===== config.mk =====
export PLATFORM = sky130hd
export DESIGN_NAME = irq_capture_unit
export DESIGN_NICKNAME = d
export VERILOG_FILES = /design/src/rtl/irq_capture_unit_pkg.sv /design/src/rtl/irq_capture_unit_sync2.sv /design/src/rtl/irq_capture_unit.sv
export SDC_FILE = /design/constraint.sdc
export NUM_CORES = 1
export LEC_CHECK = 0
export ABC_CLOCK_PERIOD_IN_PS = 3500
export BUFFER_PORTS_ARGS = -buffer_cell sky130_fd_sc_hd__buf_2
export CORE_MARGIN = 2
export CORE_UTILIZATION = 43
export CTS_CLUSTER_SIZE = 25
export DETAILED_ROUTE_END_ITERATION = 10
export GPL_ROUTABILITY_DRIVEN = 1
export PLACE_DENSITY_LB_ADDON = 0.12
export SKIP_LAST_GASP = 1
export SLEW_MARGIN = 20
export SYNTH_ARGS = -nofsm -noshare
export SYNTH_HDL_FRONTEND = slang
export SYNTH_SLANG_ARGS = --single-unit
export TNS_END_PERCENT = 10

===== constraint.sdc =====
create_clock -name clk -period 3.5 [get_ports clk]
set_input_delay 0.35 -clock clk [delete_from_list [all_inputs] [get_ports clk]]
set_output_delay 0.35 -clock clk [all_outputs]
set_load 0.01 [all_outputs]

===== src/rtl/irq_capture_unit_pkg.sv =====
// Shared interrupt-path definitions used by the capture stage and its helpers.
// Line-count default plus the mode and polarity encodings.
package irq_defs;

   localparam int IRQ_W = 32;

   localparam logic IRQ_MODE_LEVEL = 1'b0;
   localparam logic IRQ_MODE_EDGE  = 1'b1;

   localparam logic IRQ_POL_HIGH = 1'b0;
   localparam logic IRQ_POL_LOW  = 1'b1;

endpackage


===== src/rtl/irq_capture_unit_sync2.sv =====
// Vectored two-flop synchronizer for asynchronous interrupt lines.
// Each bit is synchronized independently; no cross-bit coherence is implied.
module irq_sync2 #(
   parameter int W = 32
) (
   input  logic         clk,
   input  logic         rst,
   input  logic [W-1:0] d,
   output logic [W-1:0] q
);

   logic [W-1:0] meta;

   always_ff @(posedge clk or posedge rst) begin
      if (rst) begin
         meta <= '0;
         q    <= '0;
      end else begin
         meta <= d;
         q    <= meta;
      end
   end

endmodule


===== src/rtl/irq_capture_unit.sv =====
// Interrupt capture stage: polarity, edge/level mode, pending and overrun flags.
// Define IRQ_CAPTURE_SYNC_EN to put a two-flop synchronizer on irqLines.
module irq_capture_unit #(
   parameter int IRQ_W = irq_defs::IRQ_W
) (
   input  logic             clk,
   input  logic             rst,
   input  logic [IRQ_W-1:0] irqLines,
   input  logic [IRQ_W-1:0] reg_top_inner_irqEnable,
   input  logic [IRQ_W-1:0] reg_top_inner_irqMode,
   input  logic [IRQ_W-1:0] reg_top_inner_irqPol,
   input  logic [IRQ_W-1:0] reg_top_inner_irqClear,
   output logic [IRQ_W-1:0] IRQStatus,
   output logic [IRQ_W-1:0] IRQOverrun,
   output logic [IRQ_W-1:0] IRQRaw
);

   import irq_defs::*;

   logic [IRQ_W-1:0] sampled;
   logic [IRQ_W-1:0] active;
   logic [IRQ_W-1:0] activePrev;
   logic [IRQ_W-1:0] edgeEvt;
   logic [IRQ_W-1:0] statusNext;
   logic [IRQ_W-1:0] overrunNext;

`ifdef IRQ_CAPTURE_SYNC_EN
   irq_sync2 #(
      .W(IRQ_W)
   ) uSync (
      .clk (clk),
      .rst (rst),
      .d   (irqLines),
      .q   (sampled)
   );
`else
   assign sampled = irqLines;
`endif

   assign active  = sampled ^ reg_top_inner_irqPol;
   assign edgeEvt = active & ~activePrev & reg_top_inner_irqEnable;

   // Readback is the registered copy so no input reaches an output combinationally.
   assign IRQRaw = activePrev;

   always_comb begin
      statusNext  = IRQStatus;
      overrunNext = IRQOverrun;
      for (int i = 0; i < IRQ_W; i++) begin
         if (reg_top_inner_irqMode[i] == IRQ_MODE_EDGE) begin
            statusNext[i] = edgeEvt[i]
                          | (IRQStatus[i] & ~reg_top_inner_irqClear[i]);
            overrunNext[i] = (edgeEvt[i] & IRQStatus[i]
                              & ~reg_top_inner_irqClear[i])
                           | (IRQOverrun[i] & ~reg_top_inner_irqClear[i]);
         end else begin
            statusNext[i]  = active[i] & reg_top_inner_irqEnable[i];
            overrunNext[i] = IRQOverrun[i] & ~reg_top_inner_irqClear[i];
         end
      end
   end

   always_ff @(posedge clk or posedge rst) begin
      if (rst) begin
         activePrev <= '0;
         IRQStatus  <= '0;
         IRQOverrun <= '0;
      end else begin
         activePrev <= active;
         IRQStatus  <= statusNext;
         IRQOverrun <= overrunNext;
      end
   end

endmodule


# Word level (Yosys, flattened, before mapping)
# Index checks and enable logic that the tools add are counted.
# word_totals
n_memories	0
latch_bits	0
elab_cells	327
input_bits	162
register_bits	96
romBits	0
ram_bits	0
out_inout_bits	96
# classes
n_reduce_logical	0
n_shift	0
order_cmp	0
mux	64
multipliers	0
n_eq_ne	0
n_addsub	0
n_div	0
bitwise	260
# ops
operator	count
1-bit AND	160
32-bit AND	2
1-bit 2-to-1 mux	64
1-bit bitwise OR	64
1-bit inverter	32
32-bit inverter	1
32-bit XOR	1

# Depth between registers and ports, before layout
# Gate-level depths: netlist (run 1).
# depth
depth_word	7
depth_mapped	2
mapped_depth_nobuf	2

# Least setup slack after synthesis (run 1)
# Ideal clock, no wire load.
# synth_path
path_type	register -> register
from	register IRQStatus[0]
to	register IRQOverrun[0]
required_ns	3.378
stages_incl_launch_ff	3
path_buffers	0
synth_period_minus_slack_ns	0.904
setup_time_ns	0.122
t_arrival_ns	0.782
slack_ns	2.596
path_cell_list	dfrtp_1 > nor4bb_1 > a32o_1
# synth_between
elab_chain_cells	4
# synth_rtl
item	line	source
start, declared	irq_capture_unit.sv:13	output logic [IRQ_W-1:0] IRQStatus,
start signal, assigned	irq_capture_unit.sv:70	IRQStatus <= statusNext;
1-bit AND	irq_capture_unit.sv:53	overrunNext[i] = (edgeEvt[i] & IRQStatus[i]
1-bit AND	irq_capture_unit.sv:54	& ~reg_top_inner_irqClear[i])
1-bit bitwise OR	irq_capture_unit.sv:55	| (IRQOverrun[i] & ~reg_top_inner_irqClear[i]);
1-bit 2-to-1 mux	irq_capture_unit.sv:50	if (reg_top_inner_irqMode[i] == IRQ_MODE_EDGE) begin
via overrunNext[0]	irq_capture_unit.sv:25	logic [IRQ_W-1:0] overrunNext;
end signal, assigned	irq_capture_unit.sv:71	IRQOverrun <= overrunNext;
end, declared	irq_capture_unit.sv:14	output logic [IRQ_W-1:0] IRQOverrun,
# The timed path passes the listed nets, and every way through them passes these cells.

# Worst setup path after layout (run 1)
# layout_path
from	register IRQStatus[0]
to	output port IRQStatus[0]
# No word-level cell between the ends.

==> results of run 1 <==
cells in the final DEF, fill, tap and decap left out, drive strengths merged:
cell type and n:
a32o 64, and2 32, buf 259, bufinv 2, clkbuf 12, clkinv 1, clkinvlp 1, dfrtp 96
inv 33, nand2 32, nor4bb 32, xor2 32
kinds of logic (layout without fill, tap and decap cells):
group,count (synthesis),in the layout
buffers and inverters,33,308
AOI/OAI and AO/OA,64,64
xor gates and xnor gates,32,32
DFF,96,96
and+or+nand+nor,96,96
power breakdown:
part,switching (W),total (W),leakage [nW],internal (W)
sequential,0.0000563,0.00125,1.23,0.00119
combinational,0.000218,0.000426,1.78,0.000209
clock,0.000362,0.000806,0.113,0.000444
cell usage after synthesis:
library cell	number	area (um^2)
sky130_fd_sc_hd__nor4bb_1	32	320
sky130_fd_sc_hd__xor2_1	32	280
sky130_fd_sc_hd__and2_1	32	200
sky130_fd_sc_hd__a32o_1	64	641
sky130_fd_sc_hd__dfrtp_1	96	2400
sky130_fd_sc_hd__inv_1	33	124
sky130_fd_sc_hd__nand2_1	32	120
area by class of cell:
class                      count  area, um^2
fill                         822        3460
sequential                    96        2400
multi-input combinational    192        1560
timing repair buffer         259        1300
tap                          129         161
clock buffer                  12         155
inverter                      33         126
clock inverter                 4        76.3
flip-flops by register name, summed over array words and instances (netlist names):
name	flops
IRQStatus	32
IRQOverrun	32
IRQRaw	32
per-layer routing:
metal / track usage, % / vias to the layer above / share of wire, %
li1: - / 1741 / -
met1: 22.5 / 1725 / 39
met2: 36.6 / 167 / 51
met3: 4.62 / 16 / 8.0
met4: 7.48 / 0 / 1.8
met5: 0 / - / 0
through the flow:
step	hold WS (ns)	cell area, um^2	total power [W]	worst slack, ns	util, %
CTS	0.0695	5780	0.00250	2.22	62.6
detailed placement	0.450	5550	0.00170	2.23	60.1
global route	0.0895	5780	0.00261	2.19	62.6
floorplan	0.468	4090	0.00146	0.645	-
finish	0.0565	5780	0.00248	2.24	62.6
global placement	0.434	5550	0.00169	2.28	60.1
path summary, 6_finish.rpt:
kind | startpoint | end | slack, ns | depth (start not counted)
min in group clk | irqLines[8] | IRQRaw[8] | 0.21 | 2
min reg2reg | IRQOverrun[9] | IRQOverrun[9] | 0.50 | 1
max reg2reg | IRQRaw[9] | IRQOverrun[9] | 2.52 | 2
max in group asynchronous | rst | IRQStatus[18] | 2.67 | 3
min | rst | IRQOverrun[12] | 0.06 | 2
max | IRQStatus[0] | IRQStatus[0] | 2.24 | 1
==> flow_summary_export.csv, run 1 <==
group,metric,value,unit
run,maxcap_viol_count,0,
die,dieWidth,102,um
logic_synthesis,synth-seq-cells,96,
clock_network,clock-root-buffer,"sky130_fd_sc_hd__clkbuf_8",
clock_network,cts.repair.resized,0,
timing,peak_clock_frequency_supported_by_timing,791,MHz
drt,firstDrtPassIters,4,
drt,num_vias,3649,
critical_path,cp_slowest_cell,"sky130_fd_sc_hd__dfrtp_1",
finish,area_growth_syn_to_layout,41.5,%
timing,slew-limit-headroom,63.9,%
worst_hold_path,hp-class,"input pin to asynchronous set/reset pin",
clock_network,cts-buffers-inserted,9,
global_route,grt_pass1_vias,3637,
critical_path,crit_path_cell_trace,"buf_2",
power_and_ir_drop,vdd_drop_max,0.226,mV
die,floorplan.core_area,9240,um^2
timing,finalCritPeriodShare,36.1,%
timing,fin_hold_viols,0,
finish,layout_cell_share_with_drive_strength_beyond_1,46.1,%
clock_network,cts_hold_buf,0,
power_and_ir_drop,leakage,3.12,nW
logic_synthesis,synth_top_family_by_area,"compound AO/OA/AOI/OAI gates",
power_and_ir_drop,power_density,429,nW/um^2
critical_path,worst_setup_path_end_kind,"output port",
critical_path,critPathArrivalTime,0.91,ns
logic_synthesis,distinct_cell_type_count_after_synthesis,7,
die,floorplan.io_pins,258,
logic_synthesis,yosys.area_share.xor_xnor,6.86,%
place,portBuffers,257,
drt,wl_per_cell,14.6,um
clock_network,cts-root-to-sink-buffers,2,
place,dpl_hpwl,8.82,mm
global_route,global_route.usage.total,20.0,%
critical_path,slowest_delay,0.42,ns
logic_synthesis,syn_nets,483,
global_route,grt_pass1_wl,16.2,mm
die,cell_rows,35,
logic_synthesis,synthSimpleGateAreaFrac,15.7,%
critical_path,data_required_time_of_the_worst_path,3.15,ns
clock_network,cts.reportedPaths.clkPinSlew,0.09,ns
critical_path,critPathMaxFanout,3,
timing,finalClockSkew,0.0157,ns
logic_synthesis,netlist_instances,321,
status,status,"complete, no violations",
drt,totalWireLength,10.6,mm
drt,remaining_drc_errors,0,
logic_synthesis,syn_area,4090,um^2
timing,setup_repair_after_global_routing_missed_its_margin,"no",
die,initial_core_util,44.2,%
finish,final_instance_count_without_filler_cells,725,
finish,antennaDiodeCount,0,
timing,pins_over_slew_limit,0,
logic_synthesis,yosysWarnings,0,
place,place_inst,709,
timing,setup-violations-final,0,
critical_path,classification_of_the_worst_setup_path,"flip-flop to output port",
global_route,grt_antenna_before_repair,0,
die,die_area,10300,um^2
clock_network,htree_levels,3,
drt,first_iter_violations,79,
clock_network,clock_sink_count,96,
place,place_congestion,0.784,
logic_synthesis,synth_sequential_area_ratio,58.8,%
die,die_h,102,um
logic_synthesis,compound_gate_fraction_of_synth_area,15.7,%
critical_path,critPathBufInv,1,
timing,fin_setup_tns,0,ns
clock_network,tritoncts,"done",
logic_synthesis,muxShareOfSynthArea,0,%
logic_synthesis,synth_fa_ha_area_share,0,%
global_route,globalRoute.totalOverflow,0,
drt,routed_via_density,5.03,
drt,postRouteAntennaNets,0,
timing,worstMarginPinSlew,0.542,ns
timing,final.min_clock_period,1.26,ns
critical_path,setup.worst_path.start_class,"flip-flop",
finish,finish.net_count,753,
global_route,grt_max_degree,45,
logic_synthesis,post_synth.cell_area_avg,12.7,um^2
clock_network,insertion_delay,0.34,ns
critical_path,critPathTopFamily,"flip-flops",
clock_network,post-cts-setup-buffers,0,
No activity file was read; power rests on OpenSTA's default activity.
==> run 2, diff against run 1 <==
- ABC_CLOCK_PERIOD_IN_PS: 3500 -> 1100
- CORE_UTILIZATION: 43 -> 39
- clock period: 3.5 -> 1.1 ns (I/O delays scaled with it)
==> flow_summary_export.csv, run 2 (synthesis gave the netlist of run 1 again) <==
group,metric,value,unit
critical_path,reg2reg_slack,0.10,ns
die,die_area,11300,um^2
global_route,globalRouteMet2Util,38.4,%
critical_path,classification_of_the_worst_setup_path,"flip-flop to output port",
finish,antennaDiodeCount,0,
drt,wl_per_cell,14.8,um
worst_hold_path,hp-class,"input pin to flip-flop",
critical_path,critPathMaxFanout,2,
critical_path,crit_path_cell_trace,"buf_2",
clock_network,cts.repair.resized,0,
critical_path,timing.reg2reg.worst_path_depth,2,
critical_path,critPathArrivalTime,0.92,ns
drt,routed_via_density,4.97,
die,initial_core_util,40.0,%
drt,num_vias,4068,
global_route,grtUsageMet1,23.5,%
clock_network,cts-root-to-sink-buffers,2,
finish,final_instance_count_without_filler_cells,819,
global_route,grt_pass1_vias,4281,
timing,pins_over_slew_limit,0,
critical_path,critPathTopFamily,"flip-flops",
drt,totalWireLength,12.1,mm
drt,remaining_drc_errors,0,
die,die_h,106,um
timing,peak_clock_frequency_supported_by_timing,968,MHz
clock_network,cts-buffers-inserted,9,
finish,finish.net_count,841,
global_route,gr-max-usage-layer,"met2",
finish,ff_latch_area,2400,um^2
finish,layout_commonest_cell,"sky130_fd_sc_hd__buf_2",
timing,fin_setup_tns,0,ns
timing,setup-violations-final,0,
timing,setup_repair_after_global_routing_missed_its_margin,"no",
place,place_congestion,0.818,
critical_path,critPathBufInv,1,
drt,firstDrtPassIters,6,
timing,finalCritPeriodShare,93.9,%
clock_network,tritoncts,"done",
critical_path,crit_reg_reg_endpoint,"IRQOverrun[4]",
worst_hold_path,hp-start,"reg_top_inner_irqEnable[29]",
place,portBuffers,257,
global_route,global_route.usage.total,21.6,%
place,dpl_hpwl,8.90,mm
die,dieWidth,106,um
clock_network,post-cts-setup-buffers,0,
worst_hold_path,timing.hold.worst_path_depth,2,
power_and_ir_drop,total_power,0.00770,W
finish,n_fill_cell,838,
critical_path,setup.worst_path.start_class,"flip-flop",
status,status,"complete, no violations",
global_route,globalRoute.totalOverflow,0,
power_and_ir_drop,vdd_drop_max,0.554,mV
finish,area_growth_syn_to_layout,62.5,%
power_and_ir_drop,power_density,1160,nW/um^2
global_route,grt.met3_usage,5.40,%
finish,layout_cell_share_with_drive_strength_beyond_1,40.1,%
place,place_inst,716,
critical_path,crit-reg2reg-launch,"IRQRaw[4]",
power_and_ir_drop,leakage,3.47,nW
die,floorplan.core_area,10200,um^2
finish,finish.utilization,64.9,%
timing,slew-limit-headroom,77.4,%
finish,multi_input_combinational_cell_area,1560,um^2
run,maxcap_viol_count,0,
place,post-place-ws,0.123,ns
critical_path,cp_slowest_cell,"sky130_fd_sc_hd__dfrtp_1",
die,cell_rows,37,
clock_network,insertion_delay,0.36,ns
global_route,grt_antenna_before_repair,0,
critical_path,data_required_time_of_the_worst_path,0.99,ns
timing,worstMarginPinSlew,0.338,ns
timing,finalClockSkew,0.0105,ns
finish,final_cell_mix,"sky130_fd_sc_hd__buf_2 (257), sky130_fd_sc_hd__dfrtp_1 (96), sky130_fd_sc_hd__dlygate4sd3_1 (88)",
clock_network,clock-root-buffer,"sky130_fd_sc_hd__clkbuf_8",
die,floorplan.io_pins,258,
critical_path,worstSetupStartpoint,"IRQOverrun[23]",
clock_network,clock_sink_count,96,
worst_hold_path,worstHoldEndpoint,"IRQOverrun[29]",
timing,final.min_clock_period,1.03,ns
drt,first_iter_violations,148,
global_route,grt_max_degree,51,
critical_path,slowest_delay,0.41,ns
timing,setup_ws,0.0669,ns
clock_network,cts.reportedPaths.clkPinSlew,0.09,ns
critical_path,worst_setup_path_end_kind,"output port",
global_route,grt_pass1_wl,19.4,mm
timing,fin_hold_viols,0,
drt,postRouteAntennaNets,0,
clock_network,cts_hold_buf,88,
clock_network,htree_levels,3,
## run 2: final cells by class
class                      instances  area share [%]
sequential                        96            36.2
timing repair buffer             347            33.2
tap                              136            2.56
clock buffer                      12            2.34
inverter                          33            1.92
multi-input combinational        192            23.5
clock inverter                     3           0.264
## run 2: stage by stage
stage | hold slack (ns) | area [um^2]
after CTS | 0.000768 | 6640
after global routing | 0.0102 | 6640
after floorplan | 0.228 | 4090
after detailed placement | 0.233 | 5590
final | 0.0151 | 6640
after global placement | 0.228 | 5590
## run 2: how the worst max path moves through the flow
stage	end	slack, ns	cells after the start
after floorplan	IRQOverrun[0]	-0.14	1
after global placement	IRQOverrun[0]	0.20	2
after detailed placement	IRQOverrun[14]	0.12	2
after CTS	IRQRaw[11]	0.04	1
after global routing	IRQOverrun[23]	0.005	2
final	IRQOverrun[23]	0.07	1
## run 2: power breakdown
group / switching (W) / internal, W
Combinational: 0.000757 / 0.000879
Clock: 0.00118 / 0.000928
Sequential: 0.000171 / 0.00379
Total: 0.00210 / 0.00559
## run 2: layer usage
layer / vias up / share of wire (%)
li1: 1915 / -
met1: 1940 / 37
met2: 180 / 51
met3: 33 / 8.0
met4: 0 / 3.7
met5: - / 0
==> run 3, diff against run 2 <==
- PLACE_DENSITY: default -> 0.77
- PLACE_DENSITY_LB_ADDON: 0.12 -> default
- SYNTH_HIERARCHICAL: default -> 1
==> flow_summary_export.csv, run 3 <==
group,metric,value,unit
status,status,"complete, no violations",
drt,wl_per_cell,15.5,um
power_and_ir_drop,leakage,3.44,nW
critical_path,critPathArrivalTime,1.35,ns
finish,area_growth_syn_to_layout,60.6,%
logic_synthesis,postSynth.asyncResetShare,100,%
place,place_congestion,0.828,
global_route,grt_pass1_wl,19.5,mm
finish,finish.net_count,833,
logic_synthesis,post_synth.cell_area_avg,12.7,um^2
timing,fin_worst_hold_slack,0.0193,ns
critical_path,worst_setup_path_end_kind,"flip-flop",
critical_path,crit_path_cell_trace,"dlygate4sd3_1, buf_2, xor2_1, a32o_1",
global_route,grt_antenna_before_repair,0,
drt,first_iter_violations,220,
logic_synthesis,leading_post_synthesis_cells_by_instance_count,"sky130_fd_sc_hd__dfrtp_1 (96), sky130_fd_sc_hd__a32o_1 (64), sky130_fd_sc_hd__inv_1 (33)",
logic_synthesis,synth_top_cells_by_area,"sky130_fd_sc_hd__dfrtp_1 (59%), sky130_fd_sc_hd__a32o_1 (16%), sky130_fd_sc_hd__nor4bb_1 (7.8%)",
global_route,grt_max_degree,51,
finish,layout_commonest_cell,"sky130_fd_sc_hd__buf_2",
die,die_area,11300,um^2
critical_path,data_required_time_of_the_worst_path,1.39,ns
logic_synthesis,post-synth-top-count-cell,"sky130_fd_sc_hd__dfrtp_1",
finish,antennaDiodeCount,0,
die,cell_rows,37,
run,maxcap_viol_count,0,
finish,final_cell_mix,"sky130_fd_sc_hd__buf_2 (257), sky130_fd_sc_hd__dfrtp_1 (96), sky130_fd_sc_hd__dlygate4sd3_1 (80)",
clock_network,insertion_delay,0.35,ns
logic_synthesis,number_of_flops_mapped_to_enable_cells_by_yosys,0,
finish,final_instance_count_without_filler_cells,812,
die,floorplan.io_pins,258,
clock_network,cts.reportedPaths.clkPinSlew,0.09,ns
drt,num_vias,4144,
die,initial_core_util,40.0,%
timing,fin_hold_viols,0,
timing,slew-limit-headroom,76.6,%
logic_synthesis,distinct_cell_type_count_after_synthesis,7,
timing,final.min_clock_period,1.06,ns
power_and_ir_drop,power_density,1170,nW/um^2
finish,layout_cell_share_with_drive_strength_beyond_1,40.8,%
logic_synthesis,synth-seq-cells,96,
global_route,globalRoute.totalOverflow,0,
timing,worstMarginPinSlew,0.350,ns
critical_path,timing.reg2reg.worst_path_depth,2,
place,dpl_hpwl,8.90,mm
drt,routed_via_density,5.10,
global_route,global_route.usage.total,21.7,%
logic_synthesis,synth_sequential_area_ratio,58.8,%
clock_network,clock-root-buffer,"sky130_fd_sc_hd__clkbuf_8",
critical_path,setup.worst_path.start_class,"input pin",
critical_path,classification_of_the_worst_setup_path,"input pin to flip-flop",
logic_synthesis,synth.top_cell.area_share,58.8,%
timing,peak_clock_frequency_supported_by_timing,944,MHz
timing,setup-violations-final,0,
clock_network,cts-root-to-sink-buffers,2,
timing,finalClockSkew,0.0104,ns
clock_network,tritoncts,"done",
logic_synthesis,netlist_instances,321,
power_and_ir_drop,total_power,0.00768,W
drt,totalWireLength,12.6,mm
drt,postRouteAntennaNets,0,
clock_network,htree_levels,3,
timing,pins_over_slew_limit,0,
power_and_ir_drop,vdd_drop_max,0.636,mV
timing,finalCritPeriodShare,96.3,%
logic_synthesis,synth_area_leader_cell,"sky130_fd_sc_hd__dfrtp_1",
place,post-place-ws,0.0856,ns
worst_hold_path,timing.hold.worst_path_depth,2,
global_route,grt_pass1_vias,4353,
die,die_h,106,um
logic_synthesis,syn_nets,483,
clock_network,cts-buffers-inserted,9,
die,floorplan.core_area,10200,um^2
drt,firstDrtPassIters,4,
critical_path,slowest_delay,0.56,ns
logic_synthesis,synth_flop_cell,"sky130_fd_sc_hd__dfrtp_1",
drt,remaining_drc_errors,0,
logic_synthesis,syn_area,4090,um^2
worst_hold_path,hp-class,"input pin to flip-flop",
clock_network,clock_sink_count,96,
clock_network,post-cts-setup-buffers,0,
timing,setup_ws,0.0410,ns
critical_path,critPathMaxFanout,3,
critical_path,cp_slowest_cell,"sky130_fd_sc_hd__dlygate4sd3_1",
die,dieWidth,106,um
place,place_inst,716,
logic_synthesis,yosysWarnings,6,
place,portBuffers,257,
## run 3: cell counts after synthesis
Identical to the previous run, type by type.
## run 3: cells by family (layout without fill, tap and decap cells)
kind of cell | after synthesis | count (layout) | synth area share [%]
DFF | 96 | 96 | 58.8
and+or+nand+nor | 96 | 96 | 15.7
AOI/OAI and AO/OA | 64 | 64 | 15.7
buffers and inverters | 33 | 388 | 3.03
xor gates and xnor gates | 32 | 32 | 6.86
## run 3: per-layer routing
metal	track usage, %	vias up	routed length (um)
met5	0	-	0
met3	5.46	46	903
met2	40.7	200	6720
li1	-	1905	-
met4	11.2	0	488
met1	22.0	1993	4480
## run 3: final timing paths
path	startpoint	endpoint	slack [ns]
hold / removal	reg_top_inner_irqEnable[22]	IRQOverrun[22]	0.02
hold reg to reg	IRQOverrun[17]	IRQOverrun[17]	0.50
max in group asynchronous	rst	IRQOverrun[30]	0.43
setup / recovery	reg_top_inner_irqPol[6]	IRQOverrun[6]	0.04
min in group asynchronous	rst	IRQOverrun[24]	0.41
setup reg to reg	IRQRaw[20]	IRQOverrun[20]	0.07
## run 3: worst max-delay path: cells and delay by family
kind	cells	cell delay, ns
AO/OA/AOI/OAI	1	0.23
XOR/XNOR	1	0.30
buffers and inverters	2	0.70
## run 3: layout make-up
class | count | area, um^2
clock buffers | 10 | 128
clock inverters | 6 | 43.8
fillers | 781 | 3660
inverters | 33 | 128
multi-input cells | 192 | 1570
flip-flops and latches | 96 | 2400
well taps | 136 | 170
repair buffers | 339 | 2130
## run 3: repair_timing
item | CTS | global route
hold buffers | 73 | 7
endpoints found under the setup margin | 0 | 1
gates resized for setup | 0 | 1
hold endpoints to repair | 138 | 7
## run 3: power by group
part / internal, W / switching (W)
registers: 0.00379 / 0.000183
logic: 0.000862 / 0.000765
clock network: 0.000837 / 0.00124
## run 3: metrics by stage
step | util (%) | setup TNS [ns] | cell area (um^2)
after global routing | 64.2 | -0.000563 | 6570
after detailed placement | 54.6 | 0 | 5590
after CTS | 63.4 | 0 | 6490
after global placement | 54.6 | 0 | 5590
after floorplan | - | -13.79 | 4090
final | 64.2 | 0 | 6570
